==> config.mk <==
export PLATFORM = sky130hd
export DESIGN_NAME = seq_mult_4bit
export DESIGN_NICKNAME = d
export VERILOG_FILES = /design/src/rtl/CLA_4BIT.sv /design/src/rtl/seq_mult_4bit.sv
export SDC_FILE = /design/constraint.sdc
export NUM_CORES = 1
export LEC_CHECK = 0
export BUFFER_PORTS_ARGS = -buffer_cell sky130_fd_sc_hd__buf_2
export CAP_MARGIN = 20
export CORE_ASPECT_RATIO = 0.9
export CORE_MARGIN = 2
export CORE_UTILIZATION = 48
export CTS_CLUSTER_DIAMETER = 100
export DETAILED_ROUTE_END_ITERATION = 12
export PLACE_DENSITY = 0.69
export SLEW_MARGIN = 10
export SYNTH_ARGS = -nofsm -noshare
export SYNTH_HDL_FRONTEND = slang
export SYNTH_SLANG_ARGS = --single-unit
export TNS_END_PERCENT = 5
==> constraint.sdc <==
create_clock -name clk -period 1.6 [get_ports clk]
set_clock_uncertainty 0.1 [all_clocks]
set_input_delay 0.4 -clock clk [delete_from_list [all_inputs] [get_ports clk]]
set_output_delay 0.4 -clock clk [all_outputs]
set_load 0.05 [all_outputs]
==> src/rtl/CLA_4BIT.sv <==
// rtl/CLA_4BIT.sv - 4-bit carry-lookahead adder
// Carries are formed directly from generate/propagate terms, so there is no ripple chain.
module CLA_4BIT (
  input  logic [3:0] a,
  input  logic [3:0] b,
  input  logic       cin,
  output logic [3:0] s,
  output logic       cout
);

  logic [3:0] g;
  logic [3:0] p;
  logic [4:0] c;

  assign g = a & b;
  assign p = a ^ b;

  assign c[0] = cin;
  assign c[1] = g[0] | (p[0] & cin);
  assign c[2] = g[1] | (p[1] & g[0]) | (p[1] & p[0] & cin);
  assign c[3] = g[2] | (p[2] & g[1]) | (p[2] & p[1] & g[0])
              | (p[2] & p[1] & p[0] & cin);
  assign c[4] = g[3] | (p[3] & g[2]) | (p[3] & p[2] & g[1])
              | (p[3] & p[2] & p[1] & g[0])
              | (p[3] & p[2] & p[1] & p[0] & cin);

  assign s    = p ^ c[3:0];
  assign cout = c[4];

endmodule

==> src/rtl/seq_mult_4bit.sv <==
// rtl/seq_mult_4bit.sv - sequential 4x4 unsigned shift-and-add multiplier
// One CLA_4BIT addition per clock; the 9-bit {carry,sum,Q} is shifted right each iteration.
module seq_mult_4bit (
  input  logic       clk,
  input  logic       rst,
  input  logic       start,
  input  logic [3:0] a,
  input  logic [3:0] b,
  output logic [7:0] product,
  output logic       busy,
  output logic       done
);

  typedef enum logic [1:0] {
    IDLE = 2'd0,
    RUN  = 2'd1,
    DONE = 2'd2
  } state_t;

  state_t     state_q, state_d;
  logic [3:0] m_q, m_d;
  logic [3:0] q_q, q_d;
  logic [3:0] acc_q, acc_d;
  logic [1:0] cnt_q, cnt_d;
  logic [7:0] product_q, product_d;

  logic [3:0] addend;
  logic [3:0] add_sum;
  logic       add_cout;

  assign addend = q_q[0] ? m_q : 4'b0000;

  CLA_4BIT u_cla (
    .a    (acc_q),
    .b    (addend),
    .cin  (1'b0),
    .s    (add_sum),
    .cout (add_cout)
  );

  always_comb begin
    state_d   = state_q;
    m_d       = m_q;
    q_d       = q_q;
    acc_d     = acc_q;
    cnt_d     = cnt_q;
    product_d = product_q;

    case (state_q)
      IDLE: begin
        if (start) begin
          m_d     = a;
          q_d     = b;
          acc_d   = 4'b0000;
          cnt_d   = 2'd0;
          state_d = RUN;
        end
      end

      RUN: begin
        // The carry lands in acc[3]; dropping it breaks 15x15.
        {acc_d, q_d} = {add_cout, add_sum, q_q[3:1]};
        cnt_d        = cnt_q + 2'd1;
        if (cnt_q == 2'd3) begin
          product_d = {add_cout, add_sum, q_q[3:1]};
          state_d   = DONE;
        end
      end

      DONE: begin
        // Accepting on the edge that leaves DONE gives one result every 5 clocks.
        if (start) begin
          m_d     = a;
          q_d     = b;
          acc_d   = 4'b0000;
          cnt_d   = 2'd0;
          state_d = RUN;
        end else begin
          state_d = IDLE;
        end
      end

      default: begin
        state_d = IDLE;
      end
    endcase
  end

  always_ff @(posedge clk) begin
    if (rst) begin
      state_q   <= IDLE;
      m_q       <= 4'b0000;
      q_q       <= 4'b0000;
      acc_q     <= 4'b0000;
      cnt_q     <= 2'd0;
      product_q <= 8'h00;
    end else begin
      state_q   <= state_d;
      m_q       <= m_d;
      q_q       <= q_d;
      acc_q     <= acc_d;
      cnt_q     <= cnt_d;
      product_q <= product_d;
    end
  end

  assign product = product_q;
  assign busy    = (state_q == RUN);
  assign done    = (state_q == DONE);

endmodule

==> results of run 1 <==
registers in the layout, indices dropped and copies added, names as in the netlist:
| signal | cells |
|---|---|
| cnt_q | 2 |
| m_q | 4 |
| q_q | 4 |
| acc_q | 4 |
| product | 8 |
| state_q | 2 |
layout make-up:
class                      instances  area, um2  area share, %
inverter                           2      10.01         0.6908
clock buffer                       3      22.52          1.554
sequential                        24      488.0          33.68
tap                               27      33.78          2.332
timing repair buffer              30      191.4          13.21
multi-input combinational         93      673.1          46.46
clock inverter                     1      30.03          2.073
layer usage:
layer | wire [um] | vias up | GRT usage (%) | share of wire, %
li1 | - | 491 | - | -
met1 | 1119 | 478 | 24.71 | 43
met2 | 1310 | 34 | 33.33 | 50
met3 | 129 | 10 | 6.364 | 5.0
met4 | 41 | 0 | 6.250 | 1.6
met5 | 0 | - | 0 | 0
timing repair:
action | 4_1_cts | 5_1_grt
pin swaps | 6 | 2
endpoints found under the setup margin | 6 | 10
resized for setup | 15 | 10
hold buffers | 0 | 0
buffers inserted | 2 | 0
cells by family after synthesis:
group	Yosys count
AND/OR/NAND/NOR	55
AO/OA/AOI/OAI	27
flip-flops	24
buffers and inverters	11
adder cells (fa/ha/maj)	6
multiplexers	4
XOR/XNOR	1
cell usage after synthesis:
cell and number:
nand3_1 5, o211ai_1 2, nor2_1 7, nand3b_2 1, and2_1 4, and3_1 1, nand2b_4 1, a21o_1 1
nand2b_1 3, a211oi_1 6, buf_6 2, and2b_1 2, o21ai_0 1, dfxtp_1 24, o21a_1 1, buf_2 3
fa_1 1, a31oi_1 1, inv_1 2, ha_1 5, nor3_1 5, o311ai_1 1, nand2_1 22, or4_1 2
xor2_1 1, a21oi_1 14, mux2i_1 4, nand3b_1 1, and3b_1 1, clkbuf_1 4
power breakdown:
part | switching, mW | internal (mW) | leakage (nW)
logic | 0.0874 | 0.0687 | 0.383
clock network | 0.194 | 0.253 | 0.0279
registers | 0.0195 | 0.622 | 0.197
total | 0.301 | 0.944 | 0.608
how the worst max path moves through the flow:
| stage | start | to | slack [ns] |
|---|---|---|---|
| 2_1_floorplan | q_q[0] | product[6] | -0.02 |
| 3_3_place_gp | q_q[0] | product[6] | -0.04 |
| 3_5_place_dp | q_q[0] | acc_q[2] | -0.05 |
| 4_1_cts | q_q[0] | acc_q[2] | -0.06 |
| 5_1_grt | m_q[3] | acc_q[2] | -0.13 |
| 6_report | q_q[0] | acc_q[2] | -0.08 |
worst max-delay path, delay by kind of cell, from the launching register on:
family	cells	cell delay [ns]
flip-flops	1	0.36
AO/OA/AOI/OAI	1	0.08
AND/OR/NAND/NOR	3	0.77
adder cells (fa/ha/maj)	1	0.29
==> results.md, run 1 <==
* Largest net degree at the start of global routing at 26
* Design area at around 1400 um2
* WL per Instance at 14.45 um
* Nets@finish at 171
* CTS H-Tree Depth at 1
* Number of nets with antenna violations after routing at 0
* Chip width at about 55 um
* Routed WL at 2601 um
* Hold Fails Final Rpt at 0
* Global-route wire length before repair at between 3000 and 4000 um
* Global route overflow at 0
* Via Count at 1013
* Worst path required time at ~1.7 ns
* Hold path depth at 3
* Fin crit share at 105.2%
* Worst hold margin at 0.1913 ns
* Worst Setup End Kind: flop
* Core footprint at 2182 um2
* Post-synthesis mux area share at 3.583%
* Initial DRC Count at 25
* Post-Place Setup Slack at -0.04863 ns
* Count of state elements after synthesis at 24
* Slowest-stage cell, CP: or4_4
* Minimum clock period at 1.683 ns
* Flop-to-flop setup slack at -0.08 ns
* Non-filler cells, final at 180
* Die height at 49.77 um
* Avg Synthesized Cell Area at 8.729 um2
* Placement Rows at 16
* TNS Setup at -0.2072 ns
* Final design utilization at 66.40%
* Failing checks: negative setup slack
* Reg2Reg Launch Point: q_q[0]
* Clk slew on worst S/H paths at 0.14 ns
* CP Class: flop to flop
* Maximum vdd drop at 0.7942 mV
* Largest family of logic cells by synthesized area: simple AND/OR/NAND/NOR gates
* Fin. max-slew vios at 0
* Synth Warn # at 0
* Slew HR at 76.89%
* Hold endpoint: m_q[2]
* Crit-path max cell delay at about 0.52 ns
* Io pins at 21
* Die area at 2730 um2
* Fillers at 182
* Worst-case clock buffer depth at 2
* DPL Wire Length at 1745 um
* Clk sinks at 24
* Adder-cell share of the synthesized area at 7.391%
* RR Endpoint: acc_q[2]
* Cells after DPL at 174
* HP Start: a[2]
* Power Density at 859.0 nW/um2
* Critical Path Start Type: flop
* Diode count at 0
* Vias per cell at 5.628
* CTS tree: built
* Post-synth top area cell: dfxtp_1
* Endpoints failing setup at 3
* Share of layout cells above drive strength 1 at roughly 38%
* Tightest Hold Check Type: primary input to flop
* Initial Util at between 50% and 60%
* Syn nets at ~150
* Placement Cell Area at 1282 um2
* Vias in the first global route at 901
* IO Port Bufs at 20
* GPL Wtd Cong at 0.7692
* Total power at roughly 1.2 mW
* Crit-path cells: and2_1 -> ha_4 -> nand2b_1 -> or4_4 -> o311ai_2
* Area share of the largest cell type after synthesis at 43.00%
* Critical-path maximum fanout at 5
* Post-Synth XOR/XNOR Area at 0.7839%
* Synth area leaders: dfxtp_1 43%, nand2_1 7.4%, a21oi_1 6.3%, ha_1 5.6%, a211oi_1 4.0%
* Area grow syn2layout at 29.68%
* Post-route DRC at 0
* P_leak at roughly 0.6 nW
* Gr usage total at 20.34%
* Compound-Gate Fraction of Synth Area at 14.78%
* Clock Tree Root: clkbuf_4
* Most frequent cells in the layout: 22 x nand2_1, 20 x dfxtp_1, 18 x buf_2
* CP arrival at 1.83 ns
* Synthesized cell area at around 1100 um2
* Worst-Margin Slew at 0.3466 ns
* Worst setup margin at -0.08305 ns
* Simple-Gate Fraction of Synth Area at 25.08%
* Yosys cell types at 30
* Cells after Synth at 128
* RSZ-0062 raised after global routing: true
* R2R cell count at 5
* Commonest non-fill, non-tap cell in the layout: nand2_1
* Max-Cap Viols at 0
* Max Clock Freq at 594.2 MHz
* Clock latency on the worst-skew pair at between 0.3 and 0.4 ns
* Status: complete, but fails checks
* TritonCTS Buffers at 3
* Seq/Total Area, Yosys at 43.00%
* Pre-antenna DRT Iters at 4
* Antenna violations before repair at 0
(Power assumes the default switching activity.)
==> run 2, diff against run 1 <==
- RECOVER_POWER: default -> 50
==> run 2 against run 1 <==
- the run still ends with negative setup slack left
- power down 0.45%
- via count down 3.4%
- core utilization down 0.34 points
- hold slack better by 0.0011 ns
- design area down 0.52%
- sequential share of layout area up 0.18 points
- cell count unchanged
- critical endpoint unchanged
- highest routed layer unchanged
==> results.md, run 2 (synthesis results as in run 1) <==
* Power Density at 859.6 nW/um2 (was 859.0 nW/um2)
* Post-route DRC at 0 (unchanged)
* Status: complete, but fails checks (unchanged)
* P_leak at 0.6013 nW (was 0.6082 nW)
* Global-route wire length before repair at 3974 um (unchanged)
* Max-Cap Viols at 0 (unchanged)
* RSZ-0062 raised after global routing: true (unchanged)
* Failing checks: negative setup slack (unchanged)
* Hold Fails Final Rpt at 0 (unchanged)
* WL per Instance at 14.36 um (was 14.45 um)
* Maximum vdd drop at 0.7941 mV (was 0.7942 mV)
* Tightest Hold Check Type: primary input to flop (unchanged)
* Fin. max-slew vios at 0 (unchanged)
* Vias per cell at 5.439 (was 5.628)
* Routed WL at 2584 um (was 2601 um)
* Clk slew on worst S/H paths at 0.14 ns (about the same)
* Worst Setup End Kind: flop (unchanged)
* Design area at 1441 um2 (was 1449 um2)
* Placement Cell Area at 1282 um2 (unchanged)
* Initial DRC Count at 15 (was 25)
* DPL Wire Length at 1745 um (unchanged)
* Endpoints failing setup at 3 (unchanged)
* Most frequent cells in the layout: 22 x nand2_1, 20 x dfxtp_1, 18 x buf_2 (unchanged)
* Gr usage total at 20.34% (unchanged)
* Max Clock Freq at 597.6 MHz (was 594.2 MHz)
* Placement Rows at 16 (unchanged)
* Clock latency on the worst-skew pair at 0.32 ns (about the same)
* Cells after DPL at 174 (unchanged)
* Pre-antenna DRT Iters at 4 (unchanged)
* Crit-path cells: and2_1 -> ha_4 -> nand2b_1 -> or4_4 -> o311ai_2 (unchanged)
* Commonest non-fill, non-tap cell in the layout: nand2_1 (unchanged)
* Non-filler cells, final at 180 (unchanged)
* Worst-case clock buffer depth at 2 (unchanged)
* Largest net degree at the start of global routing at 26 (unchanged)
* Diode count at 0 (unchanged)
* Post-CTS Hold Fix Bufs at 0 (unchanged)
* Multi-input logic area at 673.1 um2 (unchanged)
* IO Port Bufs at 20 (unchanged)
* Io pins at 21 (unchanged)
* CTS tree: built (unchanged)
* Max FFs per register at 8 (unchanged)
* Share of layout cells above drive strength 1 at 36.60% (was 37.91%)
* Nets@finish at 171 (unchanged)
* Post-Place Setup Slack at -0.04863 ns (unchanged)
* TNS Setup at -0.1879 ns (was -0.2072 ns)
* Die height at 49.77 um (unchanged)
* CTS H-Tree Depth at 1 (unchanged)
* Flop-to-flop setup slack at -0.07 ns (was -0.08 ns)
* CP arrival at 1.82 ns (was 1.83 ns)
* Area grow syn2layout at 29.00% (was 29.68%)
* Vias in the first global route at 901 (unchanged)
* Slew HR at 77.45% (was 76.89%)
* Core footprint at 2182 um2 (unchanged)
* Critical Path Start Type: flop (unchanged)
* Worst setup margin at -0.07344 ns (was -0.08305 ns)
* TritonCTS Buffers at 3 (unchanged)
* Register area at 488.0 um2 (unchanged)
* Worst-Margin Slew at 0.3382 ns (was 0.3466 ns)
* Clk sinks at 24 (unchanged)
* Die area at 2730 um2 (unchanged)
* Total power at 1.239 mW (was 1.245 mW)
* Via Count at 979 (was 1013)
* Slowest-stage cell, CP: or4_4 (unchanged)
* Crit-path max cell delay at 0.52 ns (about the same)
* Minimum clock period at 1.673 ns (was 1.683 ns)
* Initial Util at 51.20% (unchanged)
* Critical-path maximum fanout at 5 (unchanged)
* Fin crit share at 104.6% (was 105.2%)
* Global route overflow at 0 (unchanged)
* Fillers at 184 (was 182)
* GPL Wtd Cong at 0.7692 (unchanged)
* Antenna violations before repair at 0 (unchanged)
* CP Class: flop to flop (unchanged)
* Chip width at 54.86 um (unchanged)
* Worst path required time at 1.74 ns (about the same)
* Clock Tree Root: clkbuf_4 (unchanged)
* Number of nets with antenna violations after routing at 0 (unchanged)
-- run 2: final cells by class --
| class | count | area share (%) |
|---|---|---|
| Inverter | 2 | 0.6944 |
| Clock buffer | 3 | 1.563 |
| Timing Repair Buffer | 30 | 12.76 |
| Multi-Input combinational cell | 93 | 46.70 |
| Tap cell | 27 | 2.344 |
| Clock inverter | 1 | 2.083 |
| Sequential cell | 24 | 33.85 |
-- run 2: per-stage QoR --
step | hold slack (ns) | utilization, %
floorplan | 0.3317 | -
global placement | 0.3386 | 58.77
detailed placement | 0.3453 | 58.77
CTS | 0.1784 | 64.39
global route | 0.1846 | 66.05
finish | 0.1924 | 66.05
-- run 2: what timing repair did --
action	4_1_cts	5_1_grt
resized for setup	15	10
pin swaps	6	2
setup buffers	2	0
endpoints found under the setup margin	6	10
-- run 2: report_power, final --
part	internal (mW)	total, mW	switching, mW	leakage [nW]
Clock	0.253	0.445	0.191	0.0279
Combinational	0.0655	0.153	0.0876	0.376
Sequential	0.622	0.641	0.0192	0.197
Total	0.941	1.24	0.298	0.601
-- run 2: path summary, 6_finish.rpt --
kind,start,to,depth (start not counted)
hold / removal,a[2],m_q[2],3
setup reg to reg,q_q[0],acc_q[2],5
setup / recovery,q_q[0],acc_q[2],5
hold reg to reg,product[1],product[1],2
-- run 2: worst max-delay path, delay by kind of cell, from the launching register on --
family | cells | cell delay, ns
simple gates | 3 | 0.77
fa+ha+maj | 1 | 0.29
flops | 1 | 0.36
compound gates | 1 | 0.08
-- run 2: routing by layer --
metal	vias to the layer above	part of all wire (%)	track usage, %
li1	489	-	-
met1	464	44	24.71
met2	22	51	33.33
met3	4	4.2	6.364
met4	0	1.0	6.250
met5	-	0	0
